`src/rtl/fifo_wr_ctrl_if.sv`:
```
// Write-side bus of the dual-clock FIFO: client request/status plus the
// pointer exchanged with the read-side controller.
interface fifo_wr_ctrl_if #(
    parameter int ADDRSIZE = 4
);
    logic                i_wr_en;
    logic [ADDRSIZE:0]   i_rd_ptr_gray;
    logic [ADDRSIZE:0]   i_afull_thresh;
    logic                i_ovf_clr;
    logic [ADDRSIZE-1:0] o_wr_addr;
    logic                o_wr_en_ram;
    logic [ADDRSIZE:0]   o_wr_ptr;
    logic                o_full;
    logic                o_almost_full;
    logic [ADDRSIZE:0]   o_wr_level;
    logic                o_wr_ack;
    logic                o_overflow;

    modport master (
        output i_wr_en, i_rd_ptr_gray, i_afull_thresh, i_ovf_clr,
        input  o_wr_addr, o_wr_en_ram, o_wr_ptr, o_full, o_almost_full,
               o_wr_level, o_wr_ack, o_overflow
    );

    modport slave (
        input  i_wr_en, i_rd_ptr_gray, i_afull_thresh, i_ovf_clr,
        output o_wr_addr, o_wr_en_ram, o_wr_ptr, o_full, o_almost_full,
               o_wr_level, o_wr_ack, o_overflow
    );
endinterface

```
`src/rtl/fifo_wr_ctrl.sv`:
```
// Write-domain controller of the dual-clock FIFO: binary/Gray write pointer,
// read-pointer synchroniser, full / almost-full / level / ack / overflow.
module fifo_wr_ctrl #(
    parameter int ADDRSIZE    = 4,   // depth = 2**ADDRSIZE, 2..12
    parameter int SYNC_STAGES = 2    // 2..4
) (
    input  logic          i_wr_clk,
    input  logic          i_wr_rst_n,
    fifo_wr_ctrl_if.slave wr
);
    localparam logic [ADDRSIZE:0] DEPTH = {1'b1, {ADDRSIZE{1'b0}}};

    logic [SYNC_STAGES-1:0][ADDRSIZE:0] sync_q;
    logic [ADDRSIZE:0] rq, rd_bin;
    logic [ADDRSIZE:0] wr_bin, ptr_q, lvl_q;
    logic [ADDRSIZE:0] bin_next, gray_next, lvl_next, full_cmp;
    logic              accept;
    logic              full_q, afull_q, ack_q, ovf_q;

    // Plain flop chain; nothing may sit between stages.
    always_ff @(posedge i_wr_clk or negedge i_wr_rst_n) begin
        if (!i_wr_rst_n) sync_q <= '0;
        else             sync_q <= {sync_q[SYNC_STAGES-2:0], wr.i_rd_ptr_gray};
    end

    assign rq = sync_q[SYNC_STAGES-1];

    // Gray to binary: bit i is the XOR of rq[ADDRSIZE:i].
    always_comb begin
        rd_bin = '0;
        for (int i = 0; i <= ADDRSIZE; i++) rd_bin[i] = ^(rq >> i);
    end

    assign accept    = wr.i_wr_en & ~full_q;
    assign bin_next  = wr_bin + {{ADDRSIZE{1'b0}}, accept};
    assign gray_next = (bin_next >> 1) ^ bin_next;
    assign lvl_next  = bin_next - rd_bin;
    // Write pointer is exactly one lap ahead of the synchronised read pointer.
    assign full_cmp  = {~rq[ADDRSIZE:ADDRSIZE-1], rq[ADDRSIZE-2:0]};

    always_ff @(posedge i_wr_clk or negedge i_wr_rst_n) begin
        if (!i_wr_rst_n) begin
            wr_bin  <= '0;
            ptr_q   <= '0;
            lvl_q   <= '0;
            full_q  <= 1'b0;
            afull_q <= 1'b0;
            ack_q   <= 1'b0;
            ovf_q   <= 1'b0;
        end else begin
            wr_bin  <= bin_next;
            ptr_q   <= gray_next;
            lvl_q   <= lvl_next;
            full_q  <= (gray_next == full_cmp);
            afull_q <= (lvl_next >= wr.i_afull_thresh);
            ack_q   <= accept;
            // Set has priority over clear.
            if (wr.i_wr_en & full_q) ovf_q <= 1'b1;
            else if (wr.i_ovf_clr)   ovf_q <= 1'b0;
        end
    end

    assign wr.o_wr_addr     = wr_bin[ADDRSIZE-1:0];
    assign wr.o_wr_en_ram   = accept;
    assign wr.o_wr_ptr      = ptr_q;
    assign wr.o_full        = full_q;
    assign wr.o_almost_full = afull_q;
    assign wr.o_wr_level    = lvl_q;
    assign wr.o_wr_ack      = ack_q;
    assign wr.o_overflow    = ovf_q;

    a_gray_step: assert property (@(posedge i_wr_clk) disable iff (!i_wr_rst_n)
        $countones(ptr_q ^ $past(ptr_q)) <= 1);
    a_level_max: assert property (@(posedge i_wr_clk) disable iff (!i_wr_rst_n)
        lvl_q <= DEPTH);
endmodule

```
`src/flat_wrapper.sv`:
```
// flat-port wrapper written by rule: the top's interface ports become plain ports
module fifo_wr_ctrl_flat 
#(
    parameter int ADDRSIZE    = 4,                                
    parameter int SYNC_STAGES = 2           
)
  (i_wr_clk, i_wr_rst_n, wr_i_wr_en, wr_i_rd_ptr_gray, wr_i_afull_thresh, wr_i_ovf_clr, wr_o_wr_addr, wr_o_wr_en_ram, wr_o_wr_ptr, wr_o_full, wr_o_almost_full, wr_o_wr_level, wr_o_wr_ack, wr_o_overflow);
  fifo_wr_ctrl_if #(.ADDRSIZE(ADDRSIZE)) wr_i ();
  input  logic i_wr_clk;
  input  logic i_wr_rst_n;
  input wire logic [$bits(wr_i.i_wr_en)-1:0] wr_i_wr_en;
  input wire logic [$bits(wr_i.i_rd_ptr_gray)-1:0] wr_i_rd_ptr_gray;
  input wire logic [$bits(wr_i.i_afull_thresh)-1:0] wr_i_afull_thresh;
  input wire logic [$bits(wr_i.i_ovf_clr)-1:0] wr_i_ovf_clr;
  output wire logic [$bits(wr_i.o_wr_addr)-1:0] wr_o_wr_addr;
  output wire logic [$bits(wr_i.o_wr_en_ram)-1:0] wr_o_wr_en_ram;
  output wire logic [$bits(wr_i.o_wr_ptr)-1:0] wr_o_wr_ptr;
  output wire logic [$bits(wr_i.o_full)-1:0] wr_o_full;
  output wire logic [$bits(wr_i.o_almost_full)-1:0] wr_o_almost_full;
  output wire logic [$bits(wr_i.o_wr_level)-1:0] wr_o_wr_level;
  output wire logic [$bits(wr_i.o_wr_ack)-1:0] wr_o_wr_ack;
  output wire logic [$bits(wr_i.o_overflow)-1:0] wr_o_overflow;
  assign wr_i.i_wr_en = wr_i_wr_en;
  assign wr_i.i_rd_ptr_gray = wr_i_rd_ptr_gray;
  assign wr_i.i_afull_thresh = wr_i_afull_thresh;
  assign wr_i.i_ovf_clr = wr_i_ovf_clr;
  assign wr_o_wr_addr = wr_i.o_wr_addr;
  assign wr_o_wr_en_ram = wr_i.o_wr_en_ram;
  assign wr_o_wr_ptr = wr_i.o_wr_ptr;
  assign wr_o_full = wr_i.o_full;
  assign wr_o_almost_full = wr_i.o_almost_full;
  assign wr_o_wr_level = wr_i.o_wr_level;
  assign wr_o_wr_ack = wr_i.o_wr_ack;
  assign wr_o_overflow = wr_i.o_overflow;
  fifo_wr_ctrl #(.ADDRSIZE(ADDRSIZE), .SYNC_STAGES(SYNC_STAGES)) u_core (.i_wr_clk(i_wr_clk), .i_wr_rst_n(i_wr_rst_n), .wr(wr_i));
endmodule
```
`config.mk`:
```
export PLATFORM = sky130hd
export DESIGN_NAME = fifo_wr_ctrl_flat
export DESIGN_NICKNAME = d
export VERILOG_FILES = /design/src/rtl/fifo_wr_ctrl_if.sv /design/src/rtl/fifo_wr_ctrl.sv /design/src/flat_wrapper.sv
export SDC_FILE = /design/constraint.sdc
export NUM_CORES = 1
export LEC_CHECK = 0
export BUFFER_PORTS_ARGS = -buffer_cell sky130_fd_sc_hd__buf_2
export CORE_MARGIN = 1
export CORE_UTILIZATION = 52
export DETAILED_ROUTE_END_ITERATION = 16
export PLACE_DENSITY = 0.78
export SLEW_MARGIN = 20
export SYNTH_ARGS = -nofsm -noshare
export SYNTH_HDL_FRONTEND = slang
export SYNTH_SLANG_ARGS = --single-unit
```
`constraint.sdc`:
```
create_clock -name i_wr_clk -period 3.7 [get_ports i_wr_clk]
set_input_delay 0.925 -clock i_wr_clk [delete_from_list [all_inputs] [get_ports i_wr_clk]]
set_output_delay 0.925 -clock i_wr_clk [all_outputs]
set_load 0.02 [all_outputs]
```
==> flow_metrics.env <==
export IMPL_avgSynthCellArea_um2=12.7
export IMPL_rsz0062_at_grt="false"
export IMPL_path_clk_slew_ns=0.15
export IMPL_drt_iter0_drc=6
export IMPL_synthTopCellsByArea="dfrtp_1 (52%), ha_1 (9.3%), xnor2_1 (8.5%)"
export IMPL_p_seq_frac=0.299
export IMPL_end_kind="flip-flop"
export IMPL_drc=0
export IMPL_fin_crit_sh=0.881
export IMPL_setup_viol=0
export IMPL_slew_viol_final=0
export IMPL_fin_crit_ns=3.26
export IMPL_htreeDepth=1
export IMPL_synth_area_um2=1340
export IMPL_post_cts_setup_buffers=0
export IMPL_synth_area_leader_cell="dfrtp_1"
export IMPL_clock_path_buffers=2
export IMPL_post_cts_resized=0
export IMPL_cts_sinks=28
export IMPL_synthArstFlopShare=1.00
export IMPL_clock_skew_ns=0.0114
export IMPL_core_area_um2=2450
export IMPL_num_nets_final=167
export IMPL_synthCells=106
export IMPL_crit_type="reg2reg"
export IMPL_grt_max_degree=29
export IMPL_yosys_area_top_type_share=0.521
export IMPL_critical_path_startpoint_type="flip-flop"
export IMPL_antenna_found_initial=0
export IMPL_path_max_fanout=11
export IMPL_gp_congestion=0.764
export IMPL_powerDensity_nw_per_um2=1000
export IMPL_holdBufCountCts=0
export IMPL_grt_pass1_wl_mm=4.02
export IMPL_viasPerCell=5.06
export IMPL_tightest_slew_ns=0.602
export IMPL_design_area_um2=1590
export IMPL_p_leak_nw=0.800
export IMPL_postPlaceCellArea_um2=1540
export IMPL_power_frac_comb=0.577
export IMPL_switchingPower_mw=0.662
export IMPL_overflow=0
export IMPL_setup_ws_ns=0.440
export IMPL_drt_total_wl_mm=2.26
export IMPL_grt_pass1_vias=955
export IMPL_die_width_um=52.8
export IMPL_whs_ns=0.364
export IMPL_die_h_um=52.8
export IMPL_required_ns=3.94
export IMPL_cp_arrival_ns=3.50
export IMPL_n_antenna_cell=0
export IMPL_switching_share=0.415
export IMPL_clkLatencyLatePin_ns=0.33
export IMPL_hpwlAfterDp_mm=1.75
export IMPL_first_pass_iters=4
export IMPL_vias=866
export IMPL_portBuffers=32
export IMPL_dominantRegCellSynth="dfrtp_1"
export IMPL_cts_tree="yes"
export IMPL_synth_warnings=0
export IMPL_cap_violations=0
export IMPL_pwr_share_clk=0.124
export IMPL_timing_setup_tns_ns=0
export IMPL_synth_nets=131
export IMPL_ioPinCount=33
export IMPL_post_drt_wl_per_cell_um=13.2
export IMPL_stdcell_count=171
export IMPL_synth_seq_cells=28
export IMPL_peakVddDrop_v=0.000689
export IMPL_hold_class="reg2reg"
export IMPL_synth_edf_count=0
export IMPL_grt_usage=0.201
export IMPL_cts_root_buffer="clkbuf_4"
export IMPL_synth_cell_types=34
export IMPL_hold_viol_final=0
export IMPL_dp_cells=167
export IMPL_dieArea_um2=2790
export IMPL_ys_seq_area_frac=0.521
export IMPL_post_place_ws_ns=0.110
export IMPL_status="finished, final reports clean"
export IMPL_final_layout_size_suffix_gt1_frac=0.326
export IMPL_slew_headroom=0.599
export IMPL_initial_core_util=0.547
export IMPL_numCtsBuffers=3
export IMPL_fmax_mhz=307
export IMPL_intPower_mw=0.935
export IMPL_antenna_left=0
export IMPL_row_count=18
export IMPL_synthToLayoutAreaGrowth_pct=18.6
==> synth_stat cells, drive strengths merged (2+ instances only) <==
| cell type | count |
|---|---|
| a21o | 4 |
| inv | 12 |
| ha | 10 |
| nor3b | 2 |
| buf | 2 |
| o21ai | 2 |
| dfrtp | 28 |
| nand2 | 2 |
| xnor2 | 14 |
| xor2 | 5 |
| nand3 | 3 |
| a21oi | 2 |
| or3 | 2 |
==> per-stage QoR <==
| stage | total power [mW] | utilization |
|---|---|---|
| after floorplan | 1.15 | - |
| after global placement | 1.35 | 0.628 |
| after detailed placement | 1.41 | 0.628 |
| after CTS | 1.61 | 0.649 |
| after global routing | 1.75 | 0.649 |
| final | 1.60 | 0.649 |
==> layout make-up <==
type	instances	area, um2
clock inverters	1	30.0
inverters	12	45.0
clock buffers	3	22.5
fillers	192	861
multi-input cells	63	583
well taps	30	37.5
repair buffers	34	175
flip-flops and latches	28	701
==> final timing paths <==
| check | start | cells past startpoint | slack (ns) | to |
|---|---|---|---|---|
| max in group asynchronous | i_wr_rst_n | 1 | 2.73 | u_core.sync_q[1] |
| worst min-delay path | u_core.sync_q[1] | 0 | 0.36 | u_core.rq[1] |
| worst max register to register | u_core.rq[4] | 11 | 0.44 | u_core.wr.o_almost_full |
| worst max-delay path | u_core.rq[4] | 11 | 0.44 | u_core.wr.o_almost_full |
| min in group asynchronous | i_wr_rst_n | 1 | 0.58 | u_core.wr.o_wr_ptr[0] |
| worst min register to register | u_core.sync_q[1] | 0 | 0.36 | u_core.rq[1] |
==> routing by layer <==
layer	wire (um)	global-route usage
met1	952	0.212
met2	1180	0.388
met3	89	0.0290
met4	42	0.0877
met5	0	0
==> critical path, stage by stage, from the launching register on <==
cell	delay (ns)
dfrtp_1	0.58
xnor3_1	0.45
xor2_1	0.29
xnor2_1	0.11
ha_1	0.23
fa_1	0.51
inv_1	0.06
ha_1	0.27
a21o_1	0.16
a21o_1	0.16
a21o_1	0.17
a21o_1	0.17
==> registers in the layout (all words and copies together) (netlist names) <==
| register | flops |
|---|---|
| u_core.rq | 5 |
| u_core.sync_q | 5 |
| u_core.wr.o_almost_full | 1 |
| u_core.wr.o_full | 1 |
| u_core.wr.o_overflow | 1 |
| u_core.wr.o_wr_ack | 1 |
| u_core.wr.o_wr_level | 5 |
| u_core.wr.o_wr_ptr | 5 |
| u_core.wr_bin | 4 |
==> power by group through the flow <==
stage	combinational, mW	sequential (mW)	clock (mW)
after floorplan	0.561	0.587	0
after global placement	0.875	0.479	0
after detailed placement	0.924	0.483	0
after CTS	0.935	0.479	0.201
after global routing	1.05	0.487	0.212
final	0.922	0.477	0.199
==> cell families after synthesis <==
| logic type | count (synthesis) | share of synthesized area |
|---|---|---|
| and+or+nand+nor | 19 | 0.0987 |
| DFF | 28 | 0.521 |
| adders and majority gates | 11 | 0.108 |
| buffers and inverters | 15 | 0.0447 |
| AOI/OAI and AO/OA | 13 | 0.0754 |
| xor gates and xnor gates | 20 | 0.152 |
==> cells in the final DEF (no fill, tap or decap), types with 3 or more instances in the layout <==
cell and count:
xor2_1 4, buf_2 32, inv_1 12, clkbuf_4 3
ha_1 10, a21o_1 4, nand3_1 3, xnor2_1 13
dfrtp_1 28
(Power assumes the default switching activity.)
